**src/rtl/hs32_mem_pkg.sv**
```systemverilog
// Shared definitions for the hs32 external-memory path: arbiter state encoding,
// master ids and the request bundle latched toward ext_sram.
package hs32_mem_pkg;

    localparam int ADDR_W = 32;
    localparam int DATA_W = 32;

    typedef enum logic [1:0] {
        ST_IDLE  = 2'd0,
        ST_ISSUE = 2'd1,
        ST_WAIT  = 2'd2,
        ST_RESP  = 2'd3
    } arb_state_t;

    localparam logic MST_D = 1'b0;
    localparam logic MST_I = 1'b1;

    typedef struct packed {
        logic              rw;
        logic [ADDR_W-1:0] addr;
        logic [DATA_W-1:0] dtw;
    } mem_req_t;

endpackage

```
**src/rtl/mem_arb_pick.sv**
```systemverilog
// Grant selection for the two-master arbiter: data master wins unless the
// fetch master has been passed over STARVE_MAX times in a row.
module mem_arb_pick
    import hs32_mem_pkg::*;
#(
    parameter int STARVE_MAX = 4,
    parameter int CNT_W      = $clog2(STARVE_MAX + 1)
) (
    input  logic             d_valid,
    input  logic             i_valid,
    input  logic [CNT_W-1:0] starve_cnt,
    output logic             grant,
    output logic [CNT_W-1:0] cnt_next
);

    localparam logic [CNT_W-1:0] CNT_MAX = CNT_W'(STARVE_MAX);

    // With neither request pending the outputs are don't-care; the caller only
    // commits them when at least one master is asking.
    always_comb begin
        grant    = MST_I;
        cnt_next = '0;
        if (d_valid && !(i_valid && (starve_cnt == CNT_MAX))) begin
            grant = MST_D;
            if (i_valid) begin
                cnt_next = (starve_cnt == CNT_MAX) ? CNT_MAX : starve_cnt + 1'b1;
            end
        end
    end

endmodule

```
**src/rtl/mem_arbiter.sv**
```systemverilog
// Two-master (data / instruction-fetch) arbiter in front of ext_sram. One
// transaction in flight; request fields are held from issue until the response.
module mem_arbiter
    import hs32_mem_pkg::*;
#(
    parameter int STARVE_MAX = 4
) (
    input  logic              clk,
    input  logic              reset,
    input  logic              d_valid,
    input  logic              d_rw,
    input  logic [ADDR_W-1:0] d_addr,
    input  logic [DATA_W-1:0] d_dtw,
    output logic              d_ready,
    output logic [DATA_W-1:0] d_dtr,
    input  logic              i_valid,
    input  logic [ADDR_W-1:0] i_addr,
    output logic              i_ready,
    output logic [DATA_W-1:0] i_dtr,
    output logic              mem_valid,
    output logic              mem_rw,
    output logic [ADDR_W-1:0] mem_addr,
    output logic [DATA_W-1:0] mem_dtw,
    input  logic              mem_ready,
    input  logic [DATA_W-1:0] mem_dtr,
    output logic              busy
);

    localparam int CNT_W = $clog2(STARVE_MAX + 1);

    arb_state_t        r_state;
    arb_state_t        w_next_state;
    logic              r_grant;
    logic [CNT_W-1:0]  r_starve_cnt;
    logic              w_grant;
    logic [CNT_W-1:0]  w_cnt_next;
    logic              w_req;
    logic              w_take;
    mem_req_t          r_req;
    logic [DATA_W-1:0] r_d_dtr;
    logic [DATA_W-1:0] r_i_dtr;

    assign w_req  = d_valid | i_valid;
    assign w_take = (r_state == ST_IDLE) && w_req;

    mem_arb_pick #(
        .STARVE_MAX (STARVE_MAX),
        .CNT_W      (CNT_W)
    ) u_pick (
        .d_valid    (d_valid),
        .i_valid    (i_valid),
        .starve_cnt (r_starve_cnt),
        .grant      (w_grant),
        .cnt_next   (w_cnt_next)
    );

    always_ff @(posedge clk) begin
        if (reset) begin
            r_state <= ST_IDLE;
        end else begin
            r_state <= w_next_state;
        end
    end

    always_comb begin
        w_next_state = r_state;
        case (r_state)
            ST_IDLE:  if (w_req) w_next_state = ST_ISSUE;
            ST_ISSUE: w_next_state = ST_WAIT;
            ST_WAIT:  if (mem_ready) w_next_state = ST_RESP;
            ST_RESP:  w_next_state = ST_IDLE;
            default:  w_next_state = ST_IDLE;
        endcase
    end

    // Request latch and response capture; mem_ready outside WAIT is ignored.
    always_ff @(posedge clk) begin
        if (reset) begin
            r_grant      <= MST_D;
            r_starve_cnt <= '0;
            r_req        <= '0;
            r_d_dtr      <= '0;
            r_i_dtr      <= '0;
        end else begin
            if (w_take) begin
                r_grant      <= w_grant;
                r_starve_cnt <= w_cnt_next;
                if (w_grant == MST_D) begin
                    r_req.rw   <= d_rw;
                    r_req.addr <= d_addr;
                    r_req.dtw  <= d_dtw;
                end else begin
                    r_req.rw   <= 1'b0;
                    r_req.addr <= i_addr;
                    r_req.dtw  <= '0;
                end
            end
            if ((r_state == ST_WAIT) && mem_ready) begin
                if (r_grant == MST_D) begin
                    r_d_dtr <= mem_dtr;
                end else begin
                    r_i_dtr <= mem_dtr;
                end
            end
        end
    end

    always_comb begin
        mem_valid = (r_state == ST_ISSUE);
        busy      = (r_state != ST_IDLE);
        d_ready   = (r_state == ST_RESP) && (r_grant == MST_D);
        i_ready   = (r_state == ST_RESP) && (r_grant == MST_I);
    end

    assign mem_rw   = r_req.rw;
    assign mem_addr = r_req.addr;
    assign mem_dtw  = r_req.dtw;
    assign d_dtr    = r_d_dtr;
    assign i_dtr    = r_i_dtr;

endmodule

```
**config.mk**
```make
export PLATFORM = sky130hd
export DESIGN_NAME = mem_arbiter
export DESIGN_NICKNAME = d
export VERILOG_FILES = /design/src/rtl/hs32_mem_pkg.sv /design/src/rtl/mem_arb_pick.sv /design/src/rtl/mem_arbiter.sv
export SDC_FILE = /design/constraint.sdc
export NUM_CORES = 1
export LEC_CHECK = 0
export CAP_MARGIN = 20
export CORE_MARGIN = 2
export CORE_UTILIZATION = 41
export CTS_BUF_LIST = sky130_fd_sc_hd__clkbuf_8
export DETAILED_ROUTE_END_ITERATION = 10
export GPL_TIMING_DRIVEN = 0
export PLACE_DENSITY = 0.85
export SLEW_MARGIN = 20
export SYNTH_ARGS = -nofsm -noshare
export SYNTH_HDL_FRONTEND = slang
export SYNTH_HIERARCHICAL = 1
export SYNTH_SLANG_ARGS = --single-unit
```
**constraint.sdc**
```tcl
create_clock -name clk -period 1.57 [get_ports clk]
set_input_delay 0.471 -clock clk [delete_from_list [all_inputs] [get_ports clk]]
set_output_delay 0.471 -clock clk [all_outputs]
set_load 0.05 [all_outputs]
```
==> out/qor.txt <==
Nets = 1052
Num Clock Sinks = 135
Place WS = -0.710 ns
Die ar. = 13800 µm²
Layout area overhead = 61.7%
Synth Cell Area = 5290 µm²
Reg2Reg Capture Point = mem_addr[6]
Global-route wire length before repair = 26700 µm
H-tree levels = 4
Final Power = 13.2 mW
Hold Crit Start = mem_dtw[30]
Buffers and inverters on the worst path = 1
Mapped Cells = 619
Fraction of registers with async set/reset = 0
DRC Markers = 0
Most common cell in the netlist = nand2_1
Clock Latency Late Sink = 0.43 ns
Fmax = 0.578 GHz
Static leakage = 3.50 nW
Starting Density = 0.419
Mean area per synthesized cell = 8.55 µm²
Number of port buffers = 265
DRT iter0 DRCs = 260
DR pass1 iterations = 4
CTS root buffer = clkbuf_8
# diodes = 0
Max_slew headroom = 0.560
Measured slew at the worst slew-check pin = 0.659 ns
Hold Vio Cnt, Final = 0
WS Path Type = reg2out
Net Count, Synth = 759
Fin cells = 1097
Row count = 41
RSZ-0062 raised after global routing = true
Fin crit period = 1.73 ns
Delay-heaviest family, CP = flip-flops
Vias in the first global route = 5248
Prevailing post-synth register cell = dfxtp_1
R2R Setup Slk = 0.06 ns
Yosys cell types = 27
Clock tree from TritonCTS = done
Worst Hold Path Cells = 2
Max VDD drop = 0.848 mV
Core Footprint = 12600 µm²
Clock transition at path regs = 0.08 ns
Vias = 5409
DR WL/cell = 15.7 µm
DP Area = 8160 µm²
Total track usage = 0.242
Synth top area share = 0.511
Top cells by count, synth = nand2_1, dfxtp_1, a21oi_1
Synth area leader = dfxtp_1
Slowest CP cell = dfxtp_4
Yosys reg bits = 135
Largest net degree at the start of global routing = 17
Final Slew Violations = 0
Post-route setup slack = -0.160 ns
Reg2reg path depth = 8
Worst path max stage delay = 0.37 ns
CP Capture Type = primary output
Failing checks = negative setup slack
Post-Place Cells = 1056
Max Clock Skew = 0.0134 ns
Post-synth EDFFs = 0
Max clock buf depth = 2
Power Density = 1540 nW/µm²
Total of max-cap violations = 0
DIE HEIGHT = 118 µm
Final Setup Violations = 4
Die Span X = 118 µm
DP Wirelength = 12300 µm
Yosys warns = 6
Design Area, Final = 8550 µm²
Num CTS Buffers = 17
Period utilisation layout = 1.10
Top post-synthesis cells by area = dfxtp_1, nand2_1, a21oi_1
RR Startpoint = r_starve_cnt[0]
Hold EP = mem_dtw[30]
GPL Wtd Cong = 0.812
Drt via density = 4.93
Worst min path class = reg2reg
Worst hold slack = 0.452 ns
Startpoint types = register
Worst Path Required = 1.10 ns
Top Ports = 267
Ratio of cells with drive above 1 in the final layout = 0.279
Routed Wire Length = 17200 µm
Critical Path AT = 1.26 ns
Antenna violations before repair = 0
Crit path cell chain = ha_4 -> and2_4 -> buf_8
Routed Antenna Nets = 0
GRT overflow = 0
CP Max Fanout = 3
Status = complete, but fails checks
Register area share after synthesis = 0.511
## layout make-up
type	count	area, µm²
fill	1075	4070
clock buffer	19	262
inverter	6	22.5
timing repair buffer	274	2210
sequential	135	2710
buffer	50	387
clock inverter	13	203
tap	172	215
multi-input combinational	428	2540
## flip-flops by register name (all words and copies together) (netlist names)
| register | cells |
|---|---|
| r_grant | 1 |
| mem_addr | 32 |
| d_dtr | 32 |
| mem_dtw | 32 |
| mem_rw | 1 |
| r_starve_cnt | 3 |
| i_dtr | 32 |
| r_state | 2 |
## routing by layer
metal / up-vias / share of wire / global-route usage
li1: 2667 / - / -
met1: 2503 / 0.40 / 0.273
met2: 221 / 0.51 / 0.421
met3: 18 / 0.074 / 0.0828
met4: 0 / 0.015 / 0.0904
met5: - / 0 / 0
## tightest hold or removal path, cell delays in order (launching register included)
cell,delay [ns]
dfxtp_1,0.31
nand2_1,0.05
a21oi_1,0.05
## where the power goes
group | leakage, nW | internal [mW] | total, mW | switching, mW
Clock | 0.237 | 1.97 | 3.30 | 1.33
Sequential | 1.10 | 4.02 | 4.34 | 0.319
Combinational | 2.16 | 1.80 | 5.55 | 3.75
## metrics by stage
step           setup TNS [ns]   util
2_1_floorplan               0      -
3_3_place_gp           -61.27  0.647
3_5_place_dp           -62.64  0.647
4_1_cts                -0.694  0.647
5_1_grt                -0.845  0.678
6_report               -0.538  0.678
## worst max-delay path by stage
stage / start / to / slack, ns / cells after the start
after floorplan: r_state[0] / r_state[0] / 0.06 / 5
after global placement: i_valid / mem_addr[9] / -0.71 / 7
after detailed placement: i_valid / mem_addr[6] / -0.71 / 7
after CTS: r_state[1] / i_ready / -0.20 / 3
after global routing: r_state[1] / i_ready / -0.22 / 3
final: r_state[1] / i_ready / -0.16 / 3
## logic make-up (layout without fill, tap and decap cells)
family / count (synthesis) / after routing / share of synthesized area
mux: 33 / 33 / 0.0624
flops: 135 / 135 / 0.511
simple gates: 250 / 250 / 0.208
buf+inv: 56 / 362 / 0.0542
fa+ha+maj: 6 / 6 / 0.0142
compound gates: 139 / 139 / 0.150
## layout by cell type (no fill, tap or decap), types with 5 or more instances in the layout
cell type          n
a21oi_1          102
clkbuf_8          19
bufinv_16          5
buf_8              6
buf_4             14
nand2_1          171
clkbuf_1           8
clkbuf_4          39
buf_2            101
buf_1              5
a211oi_1          14
a211oi_2          18
buf_6             14
mux2i_1           23
nand3b_1          34
clkdlybuf4s50_1  130
nor2_1            32
mux2i_2            6
dfxtp_1          131
## timing repair
item	in CTS	in global routing
pin swaps	3	3
hold buffers	0	0
buffers inserted	6	1
cloned	1	1
setup endpoints to repair	221	163
gates resized for setup	718	115
Power figures use the tool's default switching activity.
==> RTL edit: new RTL, config.mk and constraints unchanged <==
`STARVE_MAX` is set to 4 in 2 places; all go to 16.
--- a/src/rtl/mem_arb_pick.sv
+++ b/src/rtl/mem_arb_pick.sv
@@ -4,5 +4,5 @@
     import hs32_mem_pkg::*;
 #(
-    parameter int STARVE_MAX = 4,
+    parameter int STARVE_MAX = 16,
     parameter int CNT_W      = $clog2(STARVE_MAX + 1)
 ) (
--- a/src/rtl/mem_arbiter.sv
+++ b/src/rtl/mem_arbiter.sv
@@ -4,5 +4,5 @@
     import hs32_mem_pkg::*;
 #(
-    parameter int STARVE_MAX = 4
+    parameter int STARVE_MAX = 16
 ) (
     input  logic              clk,
Formal check against the unedited RTL: no difference found for any inputs over 10 cycles, from zero or initial values and one cycle with reset high; that may be too few to reach the edited logic, so the function may still have changed.
==> RTL edit against the original RTL <==
- the run still ends with setup timing left
- setup slack got worse by 0.010 ns
- routed wire length rose by 2.9%
- sequential power rose by 1%
- clock skew fell by 0.00077 ns
- sequential cell count rose by 2
- cell area rose by 5.8%
- area after synthesis rose by 4.4%
- via count rose by 3.6%
- total power rose by 0.44%
- count of clock-buffer cells in the layout rose by 1
- critical endpoint unchanged
==> RTL edit: results (changes against the original RTL) <==
| Step | Item | Reported | Delta |
| --- | --- | --- | --- |
| outcome | Outcome | finished with violations |  |
| outcome | Failing checks | setup timing |  |
| placement | Number of I/O port buffers | 266 | +0.38% |
| logic synthesis | Xor and xnor area share after synthesis | 0.00476 | +0.00476 |
| global route | Total routing resource utilization after global routing | 0.244 | +0.00235 |
| timing | Worst slew margin | 0.646 | +0.0852 |
| layout | Filler cell count in the final layout | 1,056 | -1.8% |
| placement | Final RePlAce weighted congestion | 0.833 | +2.7% |
| critical path | Dominant delay contributor by cell family on the critical path | flip-flops |  |
| route | Wire per inst | 15.7 um | +0.21% |
| critical path | Slack of the worst reg-to-reg path | -0.15 ns | -0.21 ns |
| global route | Antenna violations before repair | 0 | unchanged |
| worst hold path | Cells on Worst Hold Path | 2 | unchanged |
| timing | Setup tns final | -5.96 ns | -5.42 ns |
| global route | Global-route wire length before repair | 27,800 um | +3.8% |
| timing | Fin worst setup slack | -0.170 ns | -0.0100 ns |
| logic synthesis | Top post-synthesis cells by area | dfxtp_1 (50%), nand2_1 (12%), a21oi_1 (9.4%) |  |
| logic synthesis | Post-Synth Adder-Cell Area | 0.0136 | -0.000598 |
| logic synthesis | Cell count after synthesis | 634 | +2.4% |
| pwr | Leakage power figure | 3.64 nW | +4.0% |
| layout | Count of non-filler cells in the finished layout | 1,126 | +2.6% |
| placement | Worst slack, placed | -0.586 ns | +0.125 ns |
| timing | Smallest hold slack | 0.452 ns | -0.000659 ns |
| layout | Fraction of final layout cells sized beyond drive strength 1 | 0.319 | +0.0400 |
| critical path | R2r worst-path depth | 9 | +1 |
| critical path | Terminus of the critical flop-to-flop path | mem_addr[9] |  |
| worst hold path | Worst hold path endpoint | mem_dtw[20] |  |
| clock tree | TritonCTS Buffers | 17 | unchanged |
| clock tree | Clock latency at the later pin of the worst-skew pair | 0.44 ns |  |
| logic synthesis | Multiplexer fraction of the synthesized cell area | 0.0598 | -0.00263 |
| logic synthesis | Sequential element share of the synthesized area | 0.497 | -0.0143 |
| pwr | Peak VDD IR | 0.000942 V | +11% |
| pwr | Switching power as a share of total power | 0.414 | +0.00424 |
| critical path | Max FO, Critical Path | 4 | +1 |
| timing | Endpoints failing setup | 60 | +56 |
| route | Total via count in the routed design | 5,603 | +3.6% |
| worst hold path | Launch instance of the worst min-delay path | mem_dtw[20] |  |
| route | Drt drc | 0 | unchanged |
| route | Iteration-0 DRC count of the detailed router | 311 | +20% |
| logic synthesis | Net count after synthesis | 774 | +2.0% |
| placement | Placement Cell Area | 0.00843 mm2 | +3.3% |
| logic synthesis | Count of cell types in the netlist | 28 | +3.7% |
| timing | Fin Clk Skew | 0.0127 ns | -0.000766 ns |
| logic synthesis | Synth Area in Compound Gates | 0.162 | +0.0116 |
| placement | Detailed Place HPWL | 12,500 um | +1.5% |
| layout | Share of the core filled with cells in the final layout | 0.686 | +0.00816 |
| logic synthesis | Top post-synthesis cells by count | nand2_1 (175), dfxtp_1 (137), a21oi_1 (104) |  |
==> RTL edit: cell type report <==
type                       count  area share
buffer                        49      0.0434
inverter                       7     0.00318
clock inverter                12      0.0188
tap                          176      0.0243
sequential                   137       0.304
clock buffer                  20      0.0304
multi-input combinational    439       0.306
timing repair buffer         286       0.269
==> RTL edit: worst reg2reg max path, delay by kind of cell, from the launching register on <==
kind            cells  cell delay [ns]
simple gates        3             0.49
buf+inv             3             0.36
flops               1             0.32
mux                 1             0.23
fa+ha+maj           1             0.12
compound gates      1             0.08
==> RTL edit: layer usage <==
layer	global-route usage	wire [um]
met2	0.409	8840
met1	0.286	7090
met5	0	0
met3	0.0779	1290
met4	0.104	449
==> RTL edit: cell families (layout without fill, tap and decap cells) <==
group,count (synthesis),in the layout
adder cells (fa/ha/maj),6,6
AND/OR/NAND/NOR,257,257
multiplexers,33,33
XOR/XNOR,3,3
flip-flops,137,137
AO/OA/AOI/OAI,140,140
buffers and inverters,58,374
==> RTL edit: how the worst max path moves through the flow <==
stage                          from            to  slack [ns]  cells past startpoint
floorplan           r_starve_cnt[0]  mem_addr[10]       0.001                      9
finish                   r_state[0]       i_ready       -0.17                      3
detailed placement          i_valid   mem_dtw[12]       -0.59                      7
CTS                      r_state[0]       i_ready       -0.18                      3
global placement            i_valid   mem_dtw[24]       -0.59                      7
global route        r_starve_cnt[0]   mem_addr[8]       -0.22                      9
==> RTL edit: timing repair <==
item,4_1_cts,5_1_grt
pin swaps,51,25
gates cloned,7,0
gates resized for setup,759,100
setup endpoints to repair,250,171
buffers inserted,12,4
==> RTL edit: power groups by stage <==
| stage | Combinational (mW) | Sequential, mW | Clock (mW) |
|---|---|---|---|
| floorplan | 1.73 | 6.36 | 0 |
| detailed placement | 5.63 | 4.44 | 0 |
| global route | 5.97 | 4.46 | 3.42 |
| finish | 5.65 | 4.39 | 3.21 |
| global placement | 5.59 | 4.42 | 0 |
| CTS | 5.43 | 4.37 | 3.26 |
